<file path="src/rtl/multicycle_control.sv">
// multicycle_control
//   Multi-cycle instruction sequencer. Each instruction is walked through
//   FETCH -> DECODE -> EXEC -> (MEM) -> (WB). The sequencer handshakes with
//   instruction memory (fetchReq/insValid) and data memory (memRead|memWrite /
//   dmemReady). It drives the IR/PC load strobes and the ALU, register file
//   and memory enables.
//
//   Outputs are decoded from the current state and the opcode that was latched
//   at the fetch handshake. irWrite/pcWrite also depend on insValid, because
//   they mark the handshake cycle itself. All outputs are forced low while
//   reset is high.
//
//   Optional feature macro: ILLEGAL_TRAP_EN
//     defined   : an unknown opcode pulses trap in DECODE for one cycle. The
//                 sequencer then parks in HALT with every output low. Only
//                 reset leaves HALT.
//     undefined : an unknown opcode is a two-cycle no-op (DECODE -> FETCH), and
//                 trap is tied low.
//
// Parameters
//   INS_W  instruction width
//   OP_HI  MSB index of the opcode field in ins
//   OP_W   opcode field width (>= ALU_W)
//   ALU_W  ALU function width; taken from the top ALU_W bits of the opcode
//
// Ports
//   clk, reset          rising-edge clock, asynchronous active-high reset
//   ins, insValid       instruction word and its valid flag from imem
//   dmemReady           data memory access complete (only looked at in MEM)
//   fetchReq            instruction request, held until insValid
//   irWrite, pcWrite    one-cycle strobes on the fetch handshake
//   aluOp, ALUSrc       ALU function / immediate operand select
//   regDst, regWriteEnable, memToReg   register file writeback controls
//   memRead, memWrite   data memory request, held until dmemReady
//   branchEnable, jump, link           control-transfer qualifiers
//   trap                illegal opcode indication
module multicycle_control #(
  parameter int unsigned INS_W = 32,
  parameter int unsigned OP_HI = 31,
  parameter int unsigned OP_W  = 6,
  parameter int unsigned ALU_W = 5
) (
  input  logic             clk,
  input  logic             reset,
  input  logic [INS_W-1:0] ins,
  input  logic             insValid,
  input  logic             dmemReady,
  output logic             fetchReq,
  output logic             irWrite,
  output logic             pcWrite,
  output logic [ALU_W-1:0] aluOp,
  output logic             ALUSrc,
  output logic             regDst,
  output logic             regWriteEnable,
  output logic             memToReg,
  output logic             memRead,
  output logic             memWrite,
  output logic             branchEnable,
  output logic             jump,
  output logic             link,
  output logic             trap
);

  typedef enum logic [2:0] {
    StFetch,
    StDecode,
    StExec,
    StMem,
    StWb,
    StHalt
  } state_e;

  // Opcode encodings, zero-extended if the opcode field is wider than 6 bits.
  localparam logic [OP_W-1:0] OpAnd  = OP_W'(6'b100000);
  localparam logic [OP_W-1:0] OpNor  = OP_W'(6'b100110);
  localparam logic [OP_W-1:0] OpNot  = OP_W'(6'b000100);
  localparam logic [OP_W-1:0] OpRolv = OP_W'(6'b000000);
  localparam logic [OP_W-1:0] OpRorv = OP_W'(6'b000010);
  localparam logic [OP_W-1:0] OpNori = OP_W'(6'b001110);
  localparam logic [OP_W-1:0] OpLw   = OP_W'(6'b100011);
  localparam logic [OP_W-1:0] OpSw   = OP_W'(6'b101011);
  localparam logic [OP_W-1:0] OpJr   = OP_W'(6'b001000);
  localparam logic [OP_W-1:0] OpJal  = OP_W'(6'b000011);
  localparam logic [OP_W-1:0] OpBleu = OP_W'(6'b010000);

  state_e          r_state;
  state_e          w_next_state;
  logic [OP_W-1:0] r_opcode;

  logic [OP_W-1:0] w_opcode_in;
  logic            w_fetch_hs;

  // Decoded latched opcode
  logic w_op_alu;
  logic w_op_nori;
  logic w_op_lw;
  logic w_op_sw;
  logic w_op_jr;
  logic w_op_jal;
  logic w_op_bleu;
  logic w_known;

  // Ungated output values
  logic w_fetch_req;
  logic w_ir_write;
  logic w_pc_write;
  logic w_alu_en;
  logic w_alu_src;
  logic w_reg_dst;
  logic w_reg_we;
  logic w_mem_to_reg;
  logic w_mem_read;
  logic w_mem_write;
  logic w_branch;
  logic w_jump;
  logic w_link;
  logic w_trap;

  // Only the opcode field of ins is used here; the rest goes to the datapath.
  logic w_unused_ins;
  assign w_unused_ins = ^ins;

  assign w_opcode_in = ins[OP_HI -: OP_W];
  assign w_fetch_hs  = (r_state == StFetch) && insValid;

  // ---------------------------------------------------------------------------
  // Opcode classification
  // ---------------------------------------------------------------------------
  assign w_op_nori = (r_opcode == OpNori);
  assign w_op_lw   = (r_opcode == OpLw);
  assign w_op_sw   = (r_opcode == OpSw);
  assign w_op_jr   = (r_opcode == OpJr);
  assign w_op_jal  = (r_opcode == OpJal);
  assign w_op_bleu = (r_opcode == OpBleu);
  assign w_op_alu  = (r_opcode == OpAnd)  || (r_opcode == OpNor)  ||
                     (r_opcode == OpNot)  || (r_opcode == OpRolv) ||
                     (r_opcode == OpRorv) || w_op_nori;
  assign w_known   = w_op_alu || w_op_lw || w_op_sw || w_op_jr || w_op_jal || w_op_bleu;

  // ---------------------------------------------------------------------------
  // State and opcode registers
  // ---------------------------------------------------------------------------
  always_ff @(posedge clk or posedge reset) begin
    if (reset) begin
      r_state  <= StFetch;
      r_opcode <= '0;
    end else begin
      r_state <= w_next_state;
      if (w_fetch_hs) begin
        r_opcode <= w_opcode_in;
      end
    end
  end

  // ---------------------------------------------------------------------------
  // Next state and output decode
  // ---------------------------------------------------------------------------
  always_comb begin
    w_next_state = r_state;
    w_fetch_req  = 1'b0;
    w_ir_write   = 1'b0;
    w_pc_write   = 1'b0;
    w_alu_en     = 1'b0;
    w_alu_src    = 1'b0;
    w_reg_dst    = 1'b0;
    w_reg_we     = 1'b0;
    w_mem_to_reg = 1'b0;
    w_mem_read   = 1'b0;
    w_mem_write  = 1'b0;
    w_branch     = 1'b0;
    w_jump       = 1'b0;
    w_link       = 1'b0;
    w_trap       = 1'b0;

    unique case (r_state)
      StFetch: begin
        w_fetch_req = 1'b1;
        if (insValid) begin
          w_ir_write   = 1'b1;
          w_pc_write   = 1'b1;
          w_next_state = StDecode;
        end
      end

      StDecode: begin
        if (w_known) begin
          w_next_state = StExec;
        end else begin
`ifdef ILLEGAL_TRAP_EN
          w_trap       = 1'b1;
          w_next_state = StHalt;
`else
          w_next_state = StFetch;
`endif
        end
      end

      StExec: begin
        w_alu_en  = 1'b1;
        w_alu_src = w_op_nori;
        if (w_op_bleu) begin
          w_branch     = 1'b1;
          w_next_state = StFetch;
        end else if (w_op_jr) begin
          w_jump       = 1'b1;
          w_next_state = StFetch;
        end else if (w_op_jal) begin
          // Return address goes to $ra in the same cycle as the redirect.
          w_jump       = 1'b1;
          w_link       = 1'b1;
          w_reg_we     = 1'b1;
          w_next_state = StFetch;
        end else if (w_op_lw || w_op_sw) begin
          w_next_state = StMem;
        end else begin
          w_next_state = StWb;
        end
      end

      StMem: begin
        // Address stays on the ALU while the request is outstanding.
        w_alu_en    = 1'b1;
        w_mem_read  = w_op_lw;
        w_mem_write = w_op_sw;
        if (dmemReady) begin
          w_next_state = w_op_lw ? StWb : StFetch;
        end
      end

      StWb: begin
        w_reg_we     = 1'b1;
        w_reg_dst    = !w_op_lw;
        w_mem_to_reg = w_op_lw;
        w_next_state = StFetch;
      end

      StHalt: begin
`ifdef ILLEGAL_TRAP_EN
        w_next_state = StHalt;
`else
        w_next_state = StFetch;
`endif
      end

      default: begin
        w_next_state = StFetch;
      end
    endcase
  end

  // ---------------------------------------------------------------------------
  // Outputs, forced low asynchronously while reset is high
  // ---------------------------------------------------------------------------
  assign fetchReq       = w_fetch_req  && !reset;
  assign irWrite        = w_ir_write   && !reset;
  assign pcWrite        = w_pc_write   && !reset;
  assign aluOp          = (w_alu_en && !reset) ? r_opcode[OP_W-1 -: ALU_W] : '0;
  assign ALUSrc         = w_alu_src    && !reset;
  assign regDst         = w_reg_dst    && !reset;
  assign regWriteEnable = w_reg_we     && !reset;
  assign memToReg       = w_mem_to_reg && !reset;
  assign memRead        = w_mem_read   && !reset;
  assign memWrite       = w_mem_write  && !reset;
  assign branchEnable   = w_branch     && !reset;
  assign jump           = w_jump       && !reset;
  assign link           = w_link       && !reset;
  assign trap           = w_trap       && !reset;

endmodule
</file>
<file path="config.mk">
export PLATFORM = sky130hd
export DESIGN_NAME = multicycle_control
export DESIGN_NICKNAME = d
export VERILOG_FILES = /design/src/rtl/multicycle_control.sv
export SDC_FILE = /design/constraint.sdc
export NUM_CORES = 1
export LEC_CHECK = 0
export CAP_MARGIN = 30
export CORE_ASPECT_RATIO = 0.9
export CORE_UTILIZATION = 35
export DETAILED_ROUTE_END_ITERATION = 10
export PLACE_DENSITY = 0.89
export SYNTH_ARGS = -nofsm -noshare
export SYNTH_HDL_FRONTEND = slang
export SYNTH_SLANG_ARGS = --single-unit
</file>
<file path="constraint.sdc">
create_clock -name clk -period 3.7 [get_ports clk]
set_input_delay 0.37 -clock clk [delete_from_list [all_inputs] [get_ports clk]]
set_output_delay 0.37 -clock clk [all_outputs]
set_load 0.01 [all_outputs]
</file>
=== After elaboration in Yosys (flattened, before gate mapping) ===
Cells that the tools add are included.

* Bits in registers: 9
* Bits in latches: 0
* RAM bits: 0
* Bits in read-only memories: 0
* Input port bits: 36
* Output and inout bits: 18
* Logic and storage cells: 77
* Memories kept: 0

* Add/subtract/negate cells: 0
* Multipliers: 0
* Div/mod/pow operators: 0
* Order comparisons: 0
* Equality and inequality tests: 16
* Shifts and indexed selects: 0
* Muxes and demuxes: 29
* Bitwise gates (word level): 0
* Reductions and logical operators: 30

{| class="wikitable"
|+ Operator list
! cell !! count
|-
| 6-bit == test (second input constant) || 4
|-
| 3-bit 2-to-1 mux || 7
|-
| 1-bit 2-to-1 mux || 18
|-
| 1-bit logical AND || 13
|-
| 6-bit by 2-bit == test with 1-bit output (second input constant) || 2
|-
| 6-bit by 4-bit == test with 1-bit output (second input constant) || 2
|-
| 3-bit one-hot mux with 4 select lines || 1
|-
| 1-bit logical OR || 11
|-
| 3-bit by 2-bit == test with 1-bit output (second input constant) || 2
|-
| 6-bit by 3-bit == test with 1-bit output (second input constant) || 1
|-
| 6-bit by 5-bit == test with 1-bit output (second input constant) || 1
|-
| 6-bit zero test || 1
|-
| 5-bit 2-to-1 mux || 1
|-
| 2-bit != test (second input constant) || 2
|-
| 3-bit by 1-bit == test with 1-bit output (second input constant) || 1
|-
| 3-bit == test (second input constant) || 1
|-
| 3-bit zero test || 1
|-
| 1-bit zero test || 2
|-
| 2-bit 2-to-1 mux || 1
|-
| 1-bit one-hot mux with 2 select lines || 1
|-
| 2-bit AND reduction || 1
|-
| 2-bit OR reduction || 1
|}

=== Depth between registers and ports, before layout ===
Gate-level depths: netlist of the first run.

* Depth after elaboration: 13
* Gate-level depth with buffers: 5
* Depth with buffers taken out: 4

=== Worst setup path before layout of the first run ===
No wires, ideal clock.

* Kind: reg2out
* From: register r_state[0]
* To: output port memToReg
* Arrival time: 1,333 ps
* Required time: 3,330 ps
* Slack: 1,997 ps
* Cell stages (with the launch flop): 4
* Path buffers: 1
* Cells stage by stage: dfrtp_1 buf_2 or4b_4 nor4_2

* Cells in the longest elaborated chain, start to end: 3

{| class="wikitable"
|+ Ends and longest elaborated chain
! what !! line !! RTL
|-
| start: declaration || 86 || <nowiki>state_e r_state;</nowiki>
|-
| start signal: assignment || 145 || <nowiki>r_state <= StFetch;</nowiki>
|-
| start signal: assignment || 148 || <nowiki>r_state <= w_next_state;</nowiki>
|-
| 3-bit == test || 175 || <nowiki>unique case (r_state)</nowiki>
|-
| 1-bit 2-to-1 mux || 175 ||
|-
| 1-bit logical AND || 261 || <nowiki>assign memToReg = w_mem_to_reg && !reset;</nowiki>
|-
| end: declaration || 55 || <nowiki>output logic memToReg,</nowiki>
|}

Every way passes these cells.

=== Worst setup path in the final report of the first run ===
* From: register r_state[2]
* To: output port ALUSrc

* Cells in the longest elaborated chain, start to end: 3

{| class="wikitable"
|+ Ends and longest elaborated chain
! what !! line !! RTL
|-
| 3-bit by 2-bit == test with 1-bit output || 175 ||
|-
| 1-bit 2-to-1 mux || 175 ||
|-
| 1-bit logical AND || 258 || <nowiki>assign ALUSrc = w_alu_src && !reset;</nowiki>
|-
| end: declaration || 52 || <nowiki>output logic ALUSrc,</nowiki>
|}

Every way passes these cells.

==> flow_summary.yaml, run 1 <==
run_status:
  status: "complete, no violations"
synthesis:
  synth_xor_area_frac: 0.0117
  syn_nets: 118
  synth-simple-area-share: 0.397
  yosys.area.top_type: "dfrtp_1"
  synth_edf_count: 0
  synth_area_leaders: "dfrtp_1, mux2_2, and2_1, nor2_1, buf_4"
  synth_top_family_by_area: "simple AND/OR/NAND/NOR gates"
  synth_top_area_share: 0.302
  synth_ff_type: "dfrtp_1"
  synth_warnings: 0
  async_reset_ff_frac: 1.00
  muxShareOfSynthArea: 0.104
  seq_area_frac_synth: 0.302
  synthCells: 82
  syn_area_um2: 747
  synth_fa_ha_area_frac: 0.0134
  ys_seq_elements: 9
  yosys.cell_types.count: 37
  synth-compound-area-share: 0.0888
  synth_area_per_cell_um2: 9.11
setup_path:
  path_cells: "nand2b_1 -> nor2_1 -> and2_1 -> and4b_1 -> clkdlybuf4s50_1"
  cp_max_fo: 7
  critical_path.startpoint_type: "flip-flop"
  arrival_ns: 2.12
  crit_slowest_cell: "clkdlybuf4s50_1"
  end_kind: "output port"
  max_stage_delay_ns: 0.54
  crit_type: "flip-flop to output port"
  required_ns: 3.33
grt:
  grt_max_degree: 15
  grt_pass1_vias: 628
  grt_overflow: 0
  grt_use_total: 0.156
  antenna_found_initial: 0
  grt_first_pass_wirelength_mm: 2.67
clocking:
  postCtsHoldBufs: 0
  ctsResizeCount: 0
  cts_root_buffer: "clkbuf_4"
  cts_buffers: 3
  clkTransAtPathRegs_ns: 0.06
  cts.sinks: 9
  htree_levels: 1
  post_cts_buffers: 0
  cts_max_path_buffers: 2
  cts_tree: "done"
  insertion_delay_ns: 0.25
power:
  power_density_nw_per_um2: 667
  power.share.clock: 0.108
  comb_power_share: 0.478
  intPower_w: 0.000370
  leakage_nw: 0.379
  seqPwrFrac: 0.414
  p_switching_w: 0.000303
  swShare: 0.451
  ir_drop_mv: 0.450
die:
  rows: 15
  initial_core_util: 0.379
  die_w_um: 50.7
  die-area_um2: 2320
  ios: 54
  core_area_um2: 1970
  die-height_um: 45.8
timing:
  worstMarginPinSlew_ns: 0.507
  fin_ws_ns: 1.21
  hold_viol: 0
  finalCriticalPeriod_ns: 2.49
  tns_ns: 0
  fin_crit_sh: 0.672
  finalSetupViolCount: 0
  timing.fmax_ghz: 0.402
  clock_skew_ns: 0.00101
  rsz0062_at_grt: "no"
  slew_headroom: 0.660
  maxSlewViolCount: 0
cells_and_area:
  layout_commonest_cell: "clkdlybuf4s50_1"
  drive_gt1_frac: 0.144
  antenna_cells: 0
  finalNetCount: 141
  syn_to_final_growth_pct: 35.2
  layout_common_cells: "clkdlybuf4s50_1, nor2_1, dfrtp_1"
placed_design:
  dp_slack_ns: 1.22
  port_buffers: 26
  dp_hpwl_mm: 1.25
  gp_congestion: 0.818
routing:
  drtIter0Drc: 8
  vias: 689
  drt_first_pass_iters: 4
  routed_wl_mm: 1.59
  drtAntennaViolNets: 0
  vias_per_cell: 5.34
  detail_route.wl_per_cell_um: 12.3
  drc: 0
flow_run:
  drv_cap: 0
hold_path:
  hold_path.class: "input pin to asynchronous set/reset pin"
[power groups by stage]
stage               clock (W)  sequential (W)  combinational (W)
floorplan                   0        0.000192           0.000339
global placement            0        0.000272           0.000311
detailed placement          0        0.000278           0.000324
CTS                 0.0000786        0.000275           0.000326
global route        0.0000814        0.000294           0.000360
finish              0.0000727        0.000279           0.000322
[stage by stage]
step	cell area (um2)	power, W	cells	hold slack [ns]	utilization
6_report	1010	0.000673	129	0.499	0.512
5_1_grt	1010	0.000736	129	0.539	0.512
4_1_cts	1010	0.000680	129	0.503	0.512
3_5_place_dp	983	0.000601	125	0.646	0.499
3_3_place_gp	983	0.000583	125	0.616	0.499
2_1_floorplan	747	0.000531	82	0.203	-
[critical path: cells and delay by family, from the launching register on]
kind,cells,cell delay (ns)
simple gates,4,0.87
buf+inv,1,0.54
flops,1,0.45
[synth_stat cells (2+ instances only)]
cell      count
nor2_1       11
dfrtp_1       9
and2_1        7
mux2_2        6
buf_4         4
nand2b_1      4
nor4_1        4
nand2_1       3
nand3_1       3
buf_2         2
nor2b_1       2
nor3_1        2
[layout make-up]
class / instances / area (um2)
timing repair buffer: 26 / 260
inverter: 1 / 3.75
clock buffer: 4 / 26.3
tap: 25 / 31.3
sequential: 9 / 225
multi-input combinational: 64 / 463
fill: 201 / 961
[flip-flops by register name, summed over array words and instances, names as in the netlist]
name and cells:
r_state 3, r_opcode 6
[cell families after synthesis]
kind of cell	Yosys count
mux	7
fa+ha+maj	1
other cells	1
xor+xnor	1
buf+inv	9
flops	9
simple gates	45
compound gates	9
[layer usage]
| metal | wire length [um] | track usage |
|---|---|---|
| met2 | 740 | 0.267 |
| met4 | 14 | 0.0833 |
| met3 | 107 | 0.0133 |
| met1 | 728 | 0.198 |
| met5 | 0 | 0 |
[worst paths after layout]
check | start | slack [ns] | end | cells after the start
setup / recovery | r_state[2] | 1.21 | ALUSrc | 5
hold / removal | reset | 0.50 | r_state[0] | 2
setup reg to reg | r_opcode[3] | 2.01 | r_state[2] | 4
hold reg to reg | r_state[2] | 0.65 | r_state[1] | 1
max in group asynchronous | reset | 2.94 | r_state[2] | 2
min in group clk | r_state[2] | 0.65 | r_state[1] | 1
No activity file was read; power rests on OpenSTA's default activity.
==> run 2, diff against run 1 <==
--- a/config.mk
+++ b/config.mk
@@ -7,9 +7,9 @@
 export LEC_CHECK = 0
 export CAP_MARGIN = 30
 export CORE_ASPECT_RATIO = 0.9
-export CORE_UTILIZATION = 35
+export CORE_UTILIZATION = 31
 export DETAILED_ROUTE_END_ITERATION = 10
-export PLACE_DENSITY = 0.89
+export PLACE_DENSITY = 0.84
 export SYNTH_ARGS = -nofsm -noshare
 export SYNTH_HDL_FRONTEND = slang
 export SYNTH_SLANG_ARGS = --single-unit
==> constraint.sdc (replaced) <==
create_clock -name clk -period 2.1 [get_ports clk]
set_input_delay 0.21 -clock clk [delete_from_list [all_inputs] [get_ports clk]]
set_output_delay 0.21 -clock clk [all_outputs]
set_load 0.01 [all_outputs]
==> run 2 against run 1 <==
Cell count increased by 13%. Non-clock buffer count up 15. Highest routed layer is now met3. Setup slack worse by 1.1 ns. Sequential share of layout area decreased by 2.2 points. Critical path depth unchanged. Die area is 12% higher. Combinational power rose by 150%. Via count increased by 6.5%. Total power rose by 100%. Critical path type unchanged. First-iteration DRC count is the same. Global-route usage fell by 0.84 points. Routed wire length increased by 15%.
==> flow_summary.yaml, run 2 (synthesized netlist as in run 1, its figures left out) <==
run_status:
  status: "complete, no violations"
routing:
  drtAntennaViolNets: 0
  drtIter0Drc: 8
  drt_first_pass_iters: 4
  drc: 0
  vias: 734
  vias_per_cell: 5.03
  detail_route.wl_per_cell_um: 12.6
  routed_wl_mm: 1.83
timing:
  hold_viol: 0
  clock_skew_ns: 0.00174
  timing.fmax_ghz: 0.493
  maxSlewViolCount: 0
  tns_ns: 0
  fin_crit_sh: 0.966
  finalSetupViolCount: 0
  finalCriticalPeriod_ns: 2.03
setup_path:
  r2r_cells: 5
  crit_type: "flip-flop to output port"
  r2r_start: "r_opcode[5]"
  crit_slowest_cell: "clkdlybuf4s50_1"
  path_cells: "nand2b_2 -> nor2_4 -> buf_4 -> and2_1 -> clkdlybuf4s50_1"
  max_stage_delay_ns: 0.52
  worstSetupStartpoint: "r_state[2]"
  required_ns: 1.89
  cp_max_fo: 5
  regToRegSetupSlack_ns: 0.55
  crit_path_end: "aluOp[3]"
  critical_path.startpoint_type: "flip-flop"
  end_kind: "output port"
  arrival_ns: 1.82
  r2r_end: "r_state[1]"
power:
  leakage_nw: 0.601
  p_total_w: 0.00136
  ir_drop_mv: 0.669
  power_density_nw_per_um2: 1180
clocking:
  clkTransAtPathRegs_ns: 0.06
  insertion_delay_ns: 0.25
  cts_buffers: 3
  cts_max_path_buffers: 2
  cts_root_buffer: "clkbuf_4"
  postCtsHoldBufs: 0
  htree_levels: 1
  cts.sinks: 9
  cts_tree: "done"
cells_and_area:
  reg.largest.list: "r_opcode x6, r_state x3"
  layout_commonest_cell: "buf_4"
  multi_input_area_um2: 478
  fillers: 212
  drive_gt1_frac: 0.345
  antenna_cells: 0
  syn_to_final_growth_pct: 54.8
  finalNetCount: 156
  largest_register_ffs: 6
  design_area_um2: 1160
  layout_common_cells: "buf_4, clkdlybuf4s50_1, nor2_1"
  regMostFlops: "r_opcode"
  register_area_um2: 233
die:
  initial_core_util: 0.336
  rows: 16
  core_area_um2: 2220
  die-area_um2: 2610
  ios: 54
  die-height_um: 48.6
  die_w_um: 53.7
placed_design:
  placed_area_um2: 1070
  gp_congestion: 0.787
  dp_hpwl_mm: 1.39
  port_buffers: 26
flow_run:
  drv_cap: 0
grt:
  antenna_found_initial: 0
  grt_first_pass_wirelength_mm: 2.89
  grt_pass1_vias: 649
  grt_use_total: 0.148
  grt_overflow: 0
  grt_max_degree: 15
hold_path:
  hold_path.class: "input pin to asynchronous set/reset pin"
[run 2: cell types whose count changed in the layout (fill, tap and decap cells not counted), moves of 2 or more]
cell and delta:
dfrtp_1 -6, dlygate4sd2_1 +5, nor2_1 -2, dlymetal6s2s_1 +7
buf_4 +16, dfrtp_2 +6, clkdlybuf4s50_1 -13
[run 2: layout make-up]
class	count	area share
well taps	27	0.0292
inverters	1	0.00325
repair buffers	41	0.330
flip-flops and latches	9	0.201
multi-input cells	64	0.413
clock buffers	4	0.0227
[run 2: critical path: cells and delay by family (launching register included)]
kind                   cells  cell delay [ns]
buffers and inverters      2             0.65
AND/OR/NAND/NOR            3             0.49
flip-flops                 1             0.42
[run 2: repair_timing]
action                     in CTS  in global routing
buffers inserted                2                  2
gates resized for setup        10                 14
pin swaps                       1                  1
setup endpoints to repair      12                 10
[run 2: how the worst min path moves through the flow]
stage,from,to,slack [ns]
floorplan,reset,r_opcode[0],0.04
global placement,r_opcode[0],r_opcode[0],0.62
detailed placement,r_opcode[0],r_opcode[0],0.65
CTS,reset,r_opcode[4],0.49
global route,ins[29],r_opcode[3],0.55
finish,reset,r_opcode[4],0.54
[run 2: report_power, final]
group	leakage [nW]	switching, W	internal, W	total, W
registers	0.104	0.000172	0.000269	0.000441
logic	0.482	0.000351	0.000442	0.000793
clock network	0.0150	0.0000559	0.0000729	0.000129
[run 2: routing by layer]
metal,wire (um),share of wire,track usage
met4,0,0,0.0658
met5,0,0,0
met1,844,0.46,0.216
met3,111,0.061,0.0189
met2,877,0.48,0.210
[run 2: stage by stage]
step                      setup WS (ns)  utilization  instances  hold WS (ns)
after CTS                       0.00229        0.500        144         0.488
after detailed placement        -0.0624        0.481        138         0.647
after global placement          -0.0151        0.481        138         0.620
final                            0.0721        0.520        146         0.540
after global routing           -0.00364        0.520        146         0.553
after floorplan                   0.557            -         82        0.0430
